<file path="config.mk">
export PLATFORM = sky130hd
export DESIGN_NAME = prog_loader
export DESIGN_NICKNAME = d
export VERILOG_FILES = /design/src/rtl/prog_loader.sv
export SDC_FILE = /design/constraint.sdc
export NUM_CORES = 1
export LEC_CHECK = 0
export CORE_ASPECT_RATIO = 1.1
export CORE_UTILIZATION = 40
export CTS_CLUSTER_SIZE = 24
export DETAILED_ROUTE_END_ITERATION = 12
export GPL_TIMING_DRIVEN = 0
export PLACE_DENSITY = 0.64
export SETUP_SLACK_MARGIN = 0.2
export SLEW_MARGIN = 20
export SYNTH_ARGS = -nofsm -noshare
export SYNTH_HDL_FRONTEND = slang
export SYNTH_SLANG_ARGS = --single-unit
</file>
<file path="constraint.sdc">
create_clock -name clk -period 3.5 [get_ports clk]
set_input_delay 0.35 -clock clk [delete_from_list [all_inputs] [get_ports clk]]
set_output_delay 0.35 -clock clk [all_outputs]
set_load 0.02 [all_outputs]
</file>
<file path="src/rtl/prog_loader.sv">
// Boot loader: takes a framed byte stream and writes it into instruction memory.
// Define LOADER_CHECKSUM_EN to require a trailing modulo-256 checksum byte.
module prog_loader #(
   parameter logic [7:0] SYNC_BYTE = 8'hA5,
   parameter logic [7:0] BASE_ADDR = 8'h00
) (
   input  logic       clk,
   input  logic       reset,
   input  logic       start,
   input  logic       in_valid,
   input  logic [7:0] in_data,
   output logic       in_ready,
   output logic       mem_we,
   output logic [7:0] mem_addr,
   output logic [7:0] mem_wdata,
   output logic       cpu_hold,
   output logic       done,
   output logic       error
);

   typedef enum logic [2:0] {
      S_SYNC = 3'd0,
      S_LEN  = 3'd1,
      S_DATA = 3'd2,
`ifdef LOADER_CHECKSUM_EN
      S_CSUM = 3'd3,
`endif
      S_DONE = 3'd4,
      S_ERR  = 3'd5
   } state_t;

   state_t     state_q, state_d;
   logic [8:0] len_q, len_d;
   logic [8:0] idx_q, idx_d;
   logic       we_q, we_d;
   logic [7:0] addr_q, addr_d;
   logic [7:0] wdata_q, wdata_d;
   logic       hold_q, hold_d;
   logic       xfer;
`ifdef LOADER_CHECKSUM_EN
   logic [7:0] sum_q, sum_d;
`endif

   assign in_ready  = (state_q != S_DONE) && (state_q != S_ERR);
   assign xfer      = in_valid && in_ready;
   assign mem_we    = we_q;
   assign mem_addr  = addr_q;
   assign mem_wdata = wdata_q;
   assign cpu_hold  = hold_q;
   assign done      = (state_q == S_DONE);
   assign error     = (state_q == S_ERR);

   always_comb begin
      state_d = state_q;
      len_d   = len_q;
      idx_d   = idx_q;
      we_d    = 1'b0;
      addr_d  = addr_q;
      wdata_d = wdata_q;
`ifdef LOADER_CHECKSUM_EN
      sum_d   = sum_q;
`endif
      case (state_q)
         S_SYNC: begin
            if (xfer && (in_data == SYNC_BYTE)) begin
               state_d = S_LEN;
            end
         end
         S_LEN: begin
            if (xfer) begin
               // A zero length byte encodes a full 256-byte frame.
               len_d   = {(in_data == 8'd0), in_data};
               idx_d   = 9'd0;
`ifdef LOADER_CHECKSUM_EN
               sum_d   = 8'd0;
`endif
               state_d = S_DATA;
            end
         end
         S_DATA: begin
            if (xfer) begin
               we_d    = 1'b1;
               addr_d  = BASE_ADDR + idx_q[7:0];
               wdata_d = in_data;
               idx_d   = idx_q + 9'd1;
`ifdef LOADER_CHECKSUM_EN
               sum_d   = sum_q + in_data;
               if (idx_d == len_q) begin
                  state_d = S_CSUM;
               end
`else
               if (idx_d == len_q) begin
                  state_d = S_DONE;
               end
`endif
            end
         end
`ifdef LOADER_CHECKSUM_EN
         S_CSUM: begin
            if (xfer) begin
               state_d = (in_data == sum_q) ? S_DONE : S_ERR;
            end
         end
`endif
         S_DONE, S_ERR: begin
            if (start) begin
               state_d = S_SYNC;
            end
         end
         default: begin
            state_d = S_SYNC;
         end
      endcase
      // Release the CPU one edge after DONE entry so the last write lands first.
      hold_d = !((state_q == S_DONE) && (state_d == S_DONE));
   end

   always_ff @(posedge clk) begin
      if (reset) begin
         state_q <= S_SYNC;
         len_q   <= 9'd0;
         idx_q   <= 9'd0;
         we_q    <= 1'b0;
         addr_q  <= BASE_ADDR;
         wdata_q <= 8'd0;
         hold_q  <= 1'b1;
`ifdef LOADER_CHECKSUM_EN
         sum_q   <= 8'd0;
`endif
      end else begin
         state_q <= state_d;
         len_q   <= len_d;
         idx_q   <= idx_d;
         we_q    <= we_d;
         addr_q  <= addr_d;
         wdata_q <= wdata_d;
         hold_q  <= hold_d;
`ifdef LOADER_CHECKSUM_EN
         sum_q   <= sum_d;
`endif
      end
   end

endmodule

</file>
==> impl_summary.txt, run 1 <==
----------------------------------------------------
[Worst setup path]
  Endpoint kind of the worst setup timing path ... flop
  Critical-path cell with the highest stage delay ... dfxtp_1
  Depth of the worst register-to-register path ... 7
  Category of the most critical setup path ... flop to flop
  Data arrival time of the critical path ... 2.29 ns
  Startpoint kind of the worst setup timing path ... flop
  Max FO, Critical Path ... 8
  Largest incremental delay on the critical path ... 0.53 ns
  Crit path cell chain ... ha_1 -> buf_2 -> nand2_1 -> nor2_1 -> a22oi_1 -> a211oi_2 -> a41o_1
  Data required time at the worst endpoint ... 3.75 ns

[Synth]
  Mux contribution to synthesized area ... 0%
  Library cell with the largest summed area after synthesis ... dfxtp_1
  Avg Cell Area, Syn ... 7.977 um^2
  Area share of fa/ha/maj cells after synthesis ... 0.6618%
  Synthesized instance count ... 237
  Distinct cells, synth ... 45
  Dominant synthesized flop cell ... dfxtp_1
  Synth Area in XOR/XNOR ... 6.023%
  Flops & latches, synth ... 39
  Area share of the leading cell type in the synthesized netlist ... 41.30%
  Post-synthesis simple-gate area fraction ... 28.99%
  Top area cells in the synthesized netlist ... dfxtp_1, nand2_1, a21oi_1, nor2_1, xnor2_1
  Cell area after synthesis ... 0.001891 mm^2
  Synth async-reset ratio ... 0%
  Synthesis Warnings ... 0
  Synthesized-area fraction occupied by ao, oa, aoi and oai cells ... 17.67%
  Share of synthesized area occupied by flip-flops and latches ... 41.30%
  Dominant combinational cell family by area after synthesis ... simple AND/OR/NAND/NOR gates
  Synthesized netlist net count ... 250
  Count of flip-flops with a built-in enable after synthesis ... 0

[Place]
  Post-DP HPWL ... 3230 um
  IO buf count ... 31
  GP Congestion ... 0.7981

[Timing]
  Tightest Pin Transition ... 0.5289 ns
  Fmax achieved ... 491.7 MHz
  Max-slew headroom at the worst pin ... 64.61%
  Unrepaired setup endpoints after global routing ... false
  Share of the cycle needed by the critical path after routing ... 58.11%
  Total Neg Setup Slack ... 0 ns
  Number of endpoints with negative hold slack in the final report ... 0
  Worst clock skew on the final layout ... 0.007013 ns
  Final period demand of the worst path ... 2.034 ns
  Endpoints failing setup ... 0
  Slew Viols, Final ... 0

[GRT]
  Antenna violations before repair ... 0
  Met2 demand-to-capacity share in global routing ... 31.13%
  Routing usage on met3 ... 5.215%
  Gr busiest metal ... met2
  M1 GR Usage ... 28.28%
  First-pass GRT wire length ... 7652 um
  Total global routing overflow ... 0
  Pin count of the biggest net entering global routing ... 14
  All-layer global routing usage ... 20.69%
  Vias in the first global route ... 1588

[CTS]
  Clock transition time at the flip-flop clock pins of the worst setup and hold paths ... 0.08 ns
  Number of buffers added for setup after CTS ... 0
  Buffer type at the clock tree root ... clkbuf_8
  Max H-tree Level ... 2
  TritonCTS clock tree ... done
  CTS Hold Bufs ... 0
  Resized cells post-CTS ... 0
  Number of buffers created by CTS ... 5
  Clock tree buffer depth ... 2
  Clock net sink count ... 39
  Clk Latency, worst-skew pair ... 0.30 ns

[Detailed routing]
  Wire per inst ... 13.47 um
  Remaining antenna violation count ... 0
  Total number of vias ... 1726
  Remaining design rule violation count ... 0
  DRC violation total after the first TritonRoute iteration ... 73
  Post-detailed-route via-to-cell ratio ... 5.230
  Total detailed-routing wirelength ... 4446 um
  Drt pass-1 iters ... 4

[Final layout]
  Leading cell types in the layout, fill and taps excluded ... nand2_1, dfxtp_1, a21oi_1
  Area growth from synthesis to final layout ... 24.69%
  Share of cells above drive strength 1 ... 10.51%
  Inserted Diodes ... 0
  Total number of nets in the final design ... 288
  Post-Route Utilization ... 53.45%
  Most common library cell in the layout ignoring fill and taps ... nand2_1

[Pwr]
  Power density over the cells ... 332.4 mW/mm^2
  Leak ... 0.8263 nW
  IR drop worst, VDD ... 247.1 uV

[Die]
  Starting utilization of the core area ... 42.87%
  Core box area ... 0.004410 mm^2
  Chip Height ... 74.11 um
  Number of I/O pins ... 33
  Std-Cell Rows ... 25
  Total die area ... 0.005006 mm^2
  Die W ... 67.55 um

[Run status]
  Run status ... completed

[Min path]
  Class of the tightest hold or removal check ... input port to flop
  Instance count along the most critical hold path ... 3

[Run]
  Max-capacitance violation count ... 0

----------------------------------------------------
-- registers in the layout, summed over array words and instances, names as in the netlist --
| name | cells |
|---|---|
| mem_we | 1 |
| cpu_hold | 1 |
| state_q | 3 |
| idx_q | 9 |
| len_q | 9 |
| mem_wdata | 8 |
| mem_addr | 8 |
-- cell usage after synthesis (2+ instances only) --
library cell / count
nand3_1: 4
or4b_1: 2
xnor2_1: 5
nor2_1: 14
nand3_4: 2
nor3_1: 3
clkbuf_1: 5
a22oi_1: 2
a31oi_1: 4
inv_1: 2
dfxtp_1: 39
nand2b_1: 3
nand2_1: 57
nor4_1: 3
o21ai_0: 8
a21oi_1: 38
nor4b_1: 2
xor2_1: 5
a21o_1: 2
buf_4: 2
nand4_1: 4
buf_2: 8
-- cell type report --
class	count	area, um^2
plain buffers	18	93.84
clock buffers	5	68.82
clock inverters	3	20.02
fillers	432	2053
inverters	2	7.507
multi-input cells	178	1008
flip-flops and latches	39	780.7
well taps	54	67.56
repair buffers	31	310.3
-- where the power goes --
group          switching [mW]  leakage [nW]  internal, mW
Clock                   0.172        0.0402         0.139
Sequential          0.0000878         0.314         0.443
Combinational          0.0163         0.472        0.0130
Total                   0.189         0.826         0.595
-- cell families after synthesis --
logic type / count (synthesis)
compound gates: 59
xor+xnor: 11
fa+ha+maj: 1
buf+inv: 20
flops: 39
simple gates: 107
-- metal layers --
| metal | wire length, um | vias up | part of all wire [%] |
|---|---|---|---|
| met4 | 79 | 0 | 1.8 |
| met5 | 0 | - | 0 |
| li1 | - | 894 | - |
| met1 | 2195 | 795 | 49 |
| met2 | 2033 | 30 | 46 |
| met3 | 137 | 7 | 3.1 |
-- path summary, 6_finish.rpt --
| kind | startpoint | endpoint | slack (ns) |
|---|---|---|---|
| max | idx_q[1]$_SDFFE_PP0P_ | state_q[2]$_SDFF_PP0_ | 1.47 |
| min | in_valid | state_q[1]$_SDFF_PP0_ | 0.41 |
| max reg2reg | idx_q[1]$_SDFFE_PP0P_ | state_q[2]$_SDFF_PP0_ | 1.47 |
| min reg2reg | mem_wdata[4]$_SDFFE_PP0P_ | mem_wdata[4]$_SDFFE_PP0P_ | 0.46 |
-- worst max-delay path, delay by kind of cell, from the launching register on --
kind                       cells  cell delay, ns
AOI/OAI and AO/OA              3            0.63
and+or+nand+nor                2            0.42
adders and majority gates      1            0.20
DFF                            1            0.53
buffers and inverters          1            0.19
-- stage by stage --
| stage | hold WS [ns] | cell area (um^2) | setup slack (ns) | total power, mW | cells |
|---|---|---|---|---|---|
| global placement | 0.4454 | 2268 | 1.488 | 0.4832 | 322 |
| finish | 0.4089 | 2357 | 1.466 | 0.7837 | 330 |
| CTS | 0.4038 | 2357 | 1.456 | 0.7924 | 330 |
| floorplan | 0.4368 | 1891 | 1.847 | 0.4638 | 237 |
| detailed placement | 0.4501 | 2268 | 1.470 | 0.4831 | 322 |
| global route | 0.4665 | 2357 | 1.304 | 0.8164 | 330 |
No activity file was read; power rests on OpenSTA's default activity.
==> run 2, diff against run 1 <==
==> constraint.sdc (replaced) <==
create_clock -name clk -period 1.95 [get_ports clk]
set_input_delay 0.195 -clock clk [delete_from_list [all_inputs] [get_ports clk]]
set_output_delay 0.195 -clock clk [all_outputs]
set_load 0.02 [all_outputs]
==> run 2 against run 1 <==
Effect of this change: final cell count increased by 0.61%; critical path type unchanged; non-clock buffer count increased by 2; clock power increased by 79%; total power increased by 79%; largest cell class unchanged; sequential share of layout area decreased by 0.55 points; clock-buffer cell count unchanged; core utilization increased by 1.4 points; via count increased by 0.81%; clock skew decreased by 0.0024 ns; critical path depth unchanged; combinational power increased by 78%; first-iteration DRC count increased by 15%.
==> impl_summary.txt, run 2 (same netlist as run 1, synthesis figures left out) <==
----------------------------------------------------
[CTS]
  Buffer type at the clock tree root ... clkbuf_8
  TritonCTS clock tree ... done
  CTS Hold Bufs ... 0 (unchanged)
  Clock tree buffer depth ... 2 (unchanged)
  Clock net sink count ... 39 (unchanged)
  Number of buffers created by CTS ... 5 (unchanged)
  Clock transition time at the flip-flop clock pins of the worst setup and hold paths ... 0.08 ns (about the same)
  Max H-tree Level ... 2 (unchanged)
  Clk Latency, worst-skew pair ... 0.30 ns (about the same)

[Timing]
  Final period demand of the worst path ... 1.725 ns (-0.3084 ns)
  Endpoints failing setup ... 0 (unchanged)
  Tightest Pin Transition ... 0.4999 ns (-0.02897 ns)
  Max-slew headroom at the worst pin ... 66.67% (+2.1 points)
  Worst clock skew on the final layout ... 0.004608 ns (-0.002405 ns)
  Total Neg Setup Slack ... 0 ns (unchanged)
  Slew Viols, Final ... 0 (unchanged)
  Unrepaired setup endpoints after global routing ... true
  Number of endpoints with negative hold slack in the final report ... 0 (unchanged)
  Share of the cycle needed by the critical path after routing ... 88.48% (+30 points)
  Fmax achieved ... 579.6 MHz (+18%)

[Place]
  Placed Cells incl. Taps ... 322 (unchanged)
  Post-DP HPWL ... 3230 um (unchanged)
  IO buf count ... 31 (unchanged)
  GP Congestion ... 0.7981 (unchanged)

[Final layout]
  Post-Route Utilization ... 54.87% (+1.4 points)
  Registers with the highest flip-flop counts ... idx_q x9, len_q x9
  Non-filler cells, final ... 332 (+0.61%)
  Total number of nets in the final design ... 290 (+0.69%)
  Leading cell types in the layout, fill and taps excluded ... nand2_1, a21oi_1, dfxtp_1
  Share of cells above drive strength 1 ... 14.75% (+4.2 points)
  Inserted Diodes ... 0 (unchanged)
  Area growth from synthesis to final layout ... 27.99%
  Most common library cell in the layout ignoring fill and taps ... nand2_1

[Pwr]
  IR drop worst, VDD ... 445.8 uV (+80%)
  Leak ... 0.8516 nW (+3.1%)
  Power density over the cells ... 579.6 mW/mm^2 (+74%)
  Total power ... 1.402 mW (+79%)

[GRT]
  Routing usage on met3 ... 4.755% (-0.46 points)
  All-layer global routing usage ... 20.60% (-0.096 points)
  M1 GR Usage ... 28.28% (unchanged)
  Total global routing overflow ... 0 (unchanged)
  First-pass GRT wire length ... 7645 um (about the same)
  Met2 demand-to-capacity share in global routing ... 31.46% (+0.33 points)
  Pin count of the biggest net entering global routing ... 14 (unchanged)
  Vias in the first global route ... 1575 (-0.82%)
  Gr busiest metal ... met2
  Antenna violations before repair ... 0 (unchanged)

[Die]
  Die W ... 67.55 um (unchanged)
  Total die area ... 0.005006 mm^2 (unchanged)
  Starting utilization of the core area ... 42.87% (unchanged)
  Number of I/O pins ... 33 (unchanged)
  Chip Height ... 74.11 um (unchanged)
  Std-Cell Rows ... 25 (unchanged)
  Core box area ... 0.004410 mm^2 (unchanged)

[Worst setup path]
  Max FO, Critical Path ... 2 (-6)
  Data required time at the worst endpoint ... 2.20 ns (-1.55 ns)
  Sum of buffers and inverters on the critical path ... 1 (unchanged)
  Largest incremental delay on the critical path ... 0.36 ns (-0.17 ns)
  Startpoint kind of the worst setup timing path ... flop
  Crit path cell chain ... ha_4 -> buf_6 -> xnor3_4 -> nand4_1 -> a211o_1 -> a211oi_2 -> a41o_1
  Critical-path cell with the highest stage delay ... dfxtp_4
  Category of the most critical setup path ... flop to flop
  Register-to-register path setup slack ... 0.22 ns (-1.24 ns)
  Worst R2R Start ... idx_q[1]$_SDFFE_PP0P_
  Data arrival time of the critical path ... 1.97 ns (-0.32 ns)
  Worst reg2reg endpoint ... state_q[2]$_SDFF_PP0_
  Depth of the worst register-to-register path ... 7 (unchanged)
  Endpoint kind of the worst setup timing path ... flop
  Kind of cell adding the most delay to the critical path ... compound AO/OA/AOI/OAI gates

[Detailed routing]
  Total number of vias ... 1740 (+0.81%)
  DRC violation total after the first TritonRoute iteration ... 84 (+15%)
  Post-detailed-route via-to-cell ratio ... 5.241 (+0.20%)
  Remaining antenna violation count ... 0 (unchanged)
  Drt pass-1 iters ... 4 (unchanged)
  Remaining design rule violation count ... 0 (unchanged)
  Total detailed-routing wirelength ... 4501 um (+1.2%)
  Wire per inst ... 13.56 um (+0.63%)

[Run]
  Max-capacitance violation count ... 0 (unchanged)

[Run status]
  Run status ... completed

[Min path]
  Instance count along the most critical hold path ... 3 (unchanged)
  Hold Crit Start ... in_valid
  End point of the worst hold path ... state_q[1]$_SDFF_PP0_
  Class of the tightest hold or removal check ... input port to flop

----------------------------------------------------
==> run 2: report_power, final <==
group          internal (mW)  total (mW)  switching (mW)  leakage [nW]
registers              0.794       0.794        0.000168         0.316
logic                 0.0234      0.0524          0.0290         0.495
clock network          0.249       0.556           0.307        0.0402
total                   1.07        1.40           0.336         0.852
==> run 2: worst register-to-register path, delay by kind of cell (launching register included) <==
family	cells	cell delay (ns)
buffers and inverters	1	0.11
AND/OR/NAND/NOR	1	0.13
XOR/XNOR	1	0.23
adder cells (fa/ha/maj)	1	0.15
AO/OA/AOI/OAI	3	0.70
flip-flops	1	0.36
==> run 2: cell type report <==
type | count | area (um^2)
Fill cell | 424 | 1991
Multi-Input combinational cell | 178 | 1035
Sequential cell | 39 | 788.3
Timing Repair Buffer | 33 | 325.3
Buffer | 18 | 107.6
Clock buffer | 5 | 68.82
Tap cell | 54 | 67.56
Clock inverter | 3 | 20.02
Inverter | 2 | 7.507
==> run 2: worst max-delay path by stage <==
stage                           from                     to  cells after the start
2_1_floorplan  idx_q[1]$_SDFFE_PP0P_  state_q[2]$_SDFF_PP0_                      7
4_1_cts        idx_q[1]$_SDFFE_PP0P_  state_q[2]$_SDFF_PP0_                      7
3_3_place_gp   idx_q[1]$_SDFFE_PP0P_  state_q[2]$_SDFF_PP0_                      7
5_1_grt        idx_q[1]$_SDFFE_PP0P_  state_q[1]$_SDFF_PP0_                      7
6_report       idx_q[1]$_SDFFE_PP0P_  state_q[2]$_SDFF_PP0_                      7
3_5_place_dp   idx_q[1]$_SDFFE_PP0P_  state_q[2]$_SDFF_PP0_                      7
==> run 2: metrics by stage <==
| step | hold WS [ns] | cell area, um^2 | worst slack, ns |
|---|---|---|---|
| after floorplan | 0.2950 | 1891 | 0.2973 |
| after global placement | 0.4454 | 2268 | -0.06246 |
| after detailed placement | 0.4501 | 2268 | -0.07993 |
| after CTS | 0.2483 | 2404 | 0.1405 |
| after global routing | 0.3056 | 2420 | 0.1365 |
| final | 0.2550 | 2420 | 0.2247 |
==> run 2: what timing repair did <==
action,4_1_cts,5_1_grt
buffers inserted,2,0
setup endpoints to repair,7,15
pin swaps,4,3
gates resized for setup,13,8
==> run 2: routing by layer <==
| metal | part of all wire, % | up-vias |
|---|---|---|
| met2 | 47 | 39 |
| met5 | 0 | - |
| li1 | - | 897 |
| met1 | 47 | 799 |
| met4 | 1.4 | 0 |
| met3 | 4.5 | 5 |
==> run 3, diff against run 2 <==
--- a/config.mk
+++ b/config.mk
@@ -12,7 +12,7 @@
 export GPL_TIMING_DRIVEN = 0
 export PLACE_DENSITY = 0.64
 export SETUP_SLACK_MARGIN = 0.2
-export SLEW_MARGIN = 20
+export SLEW_MARGIN = 5
 export SYNTH_ARGS = -nofsm -noshare
 export SYNTH_HDL_FRONTEND = slang
 export SYNTH_SLANG_ARGS = --single-unit
==> results of run 3 <==
Final layout, timing and power as in run 2 (identical DEF).
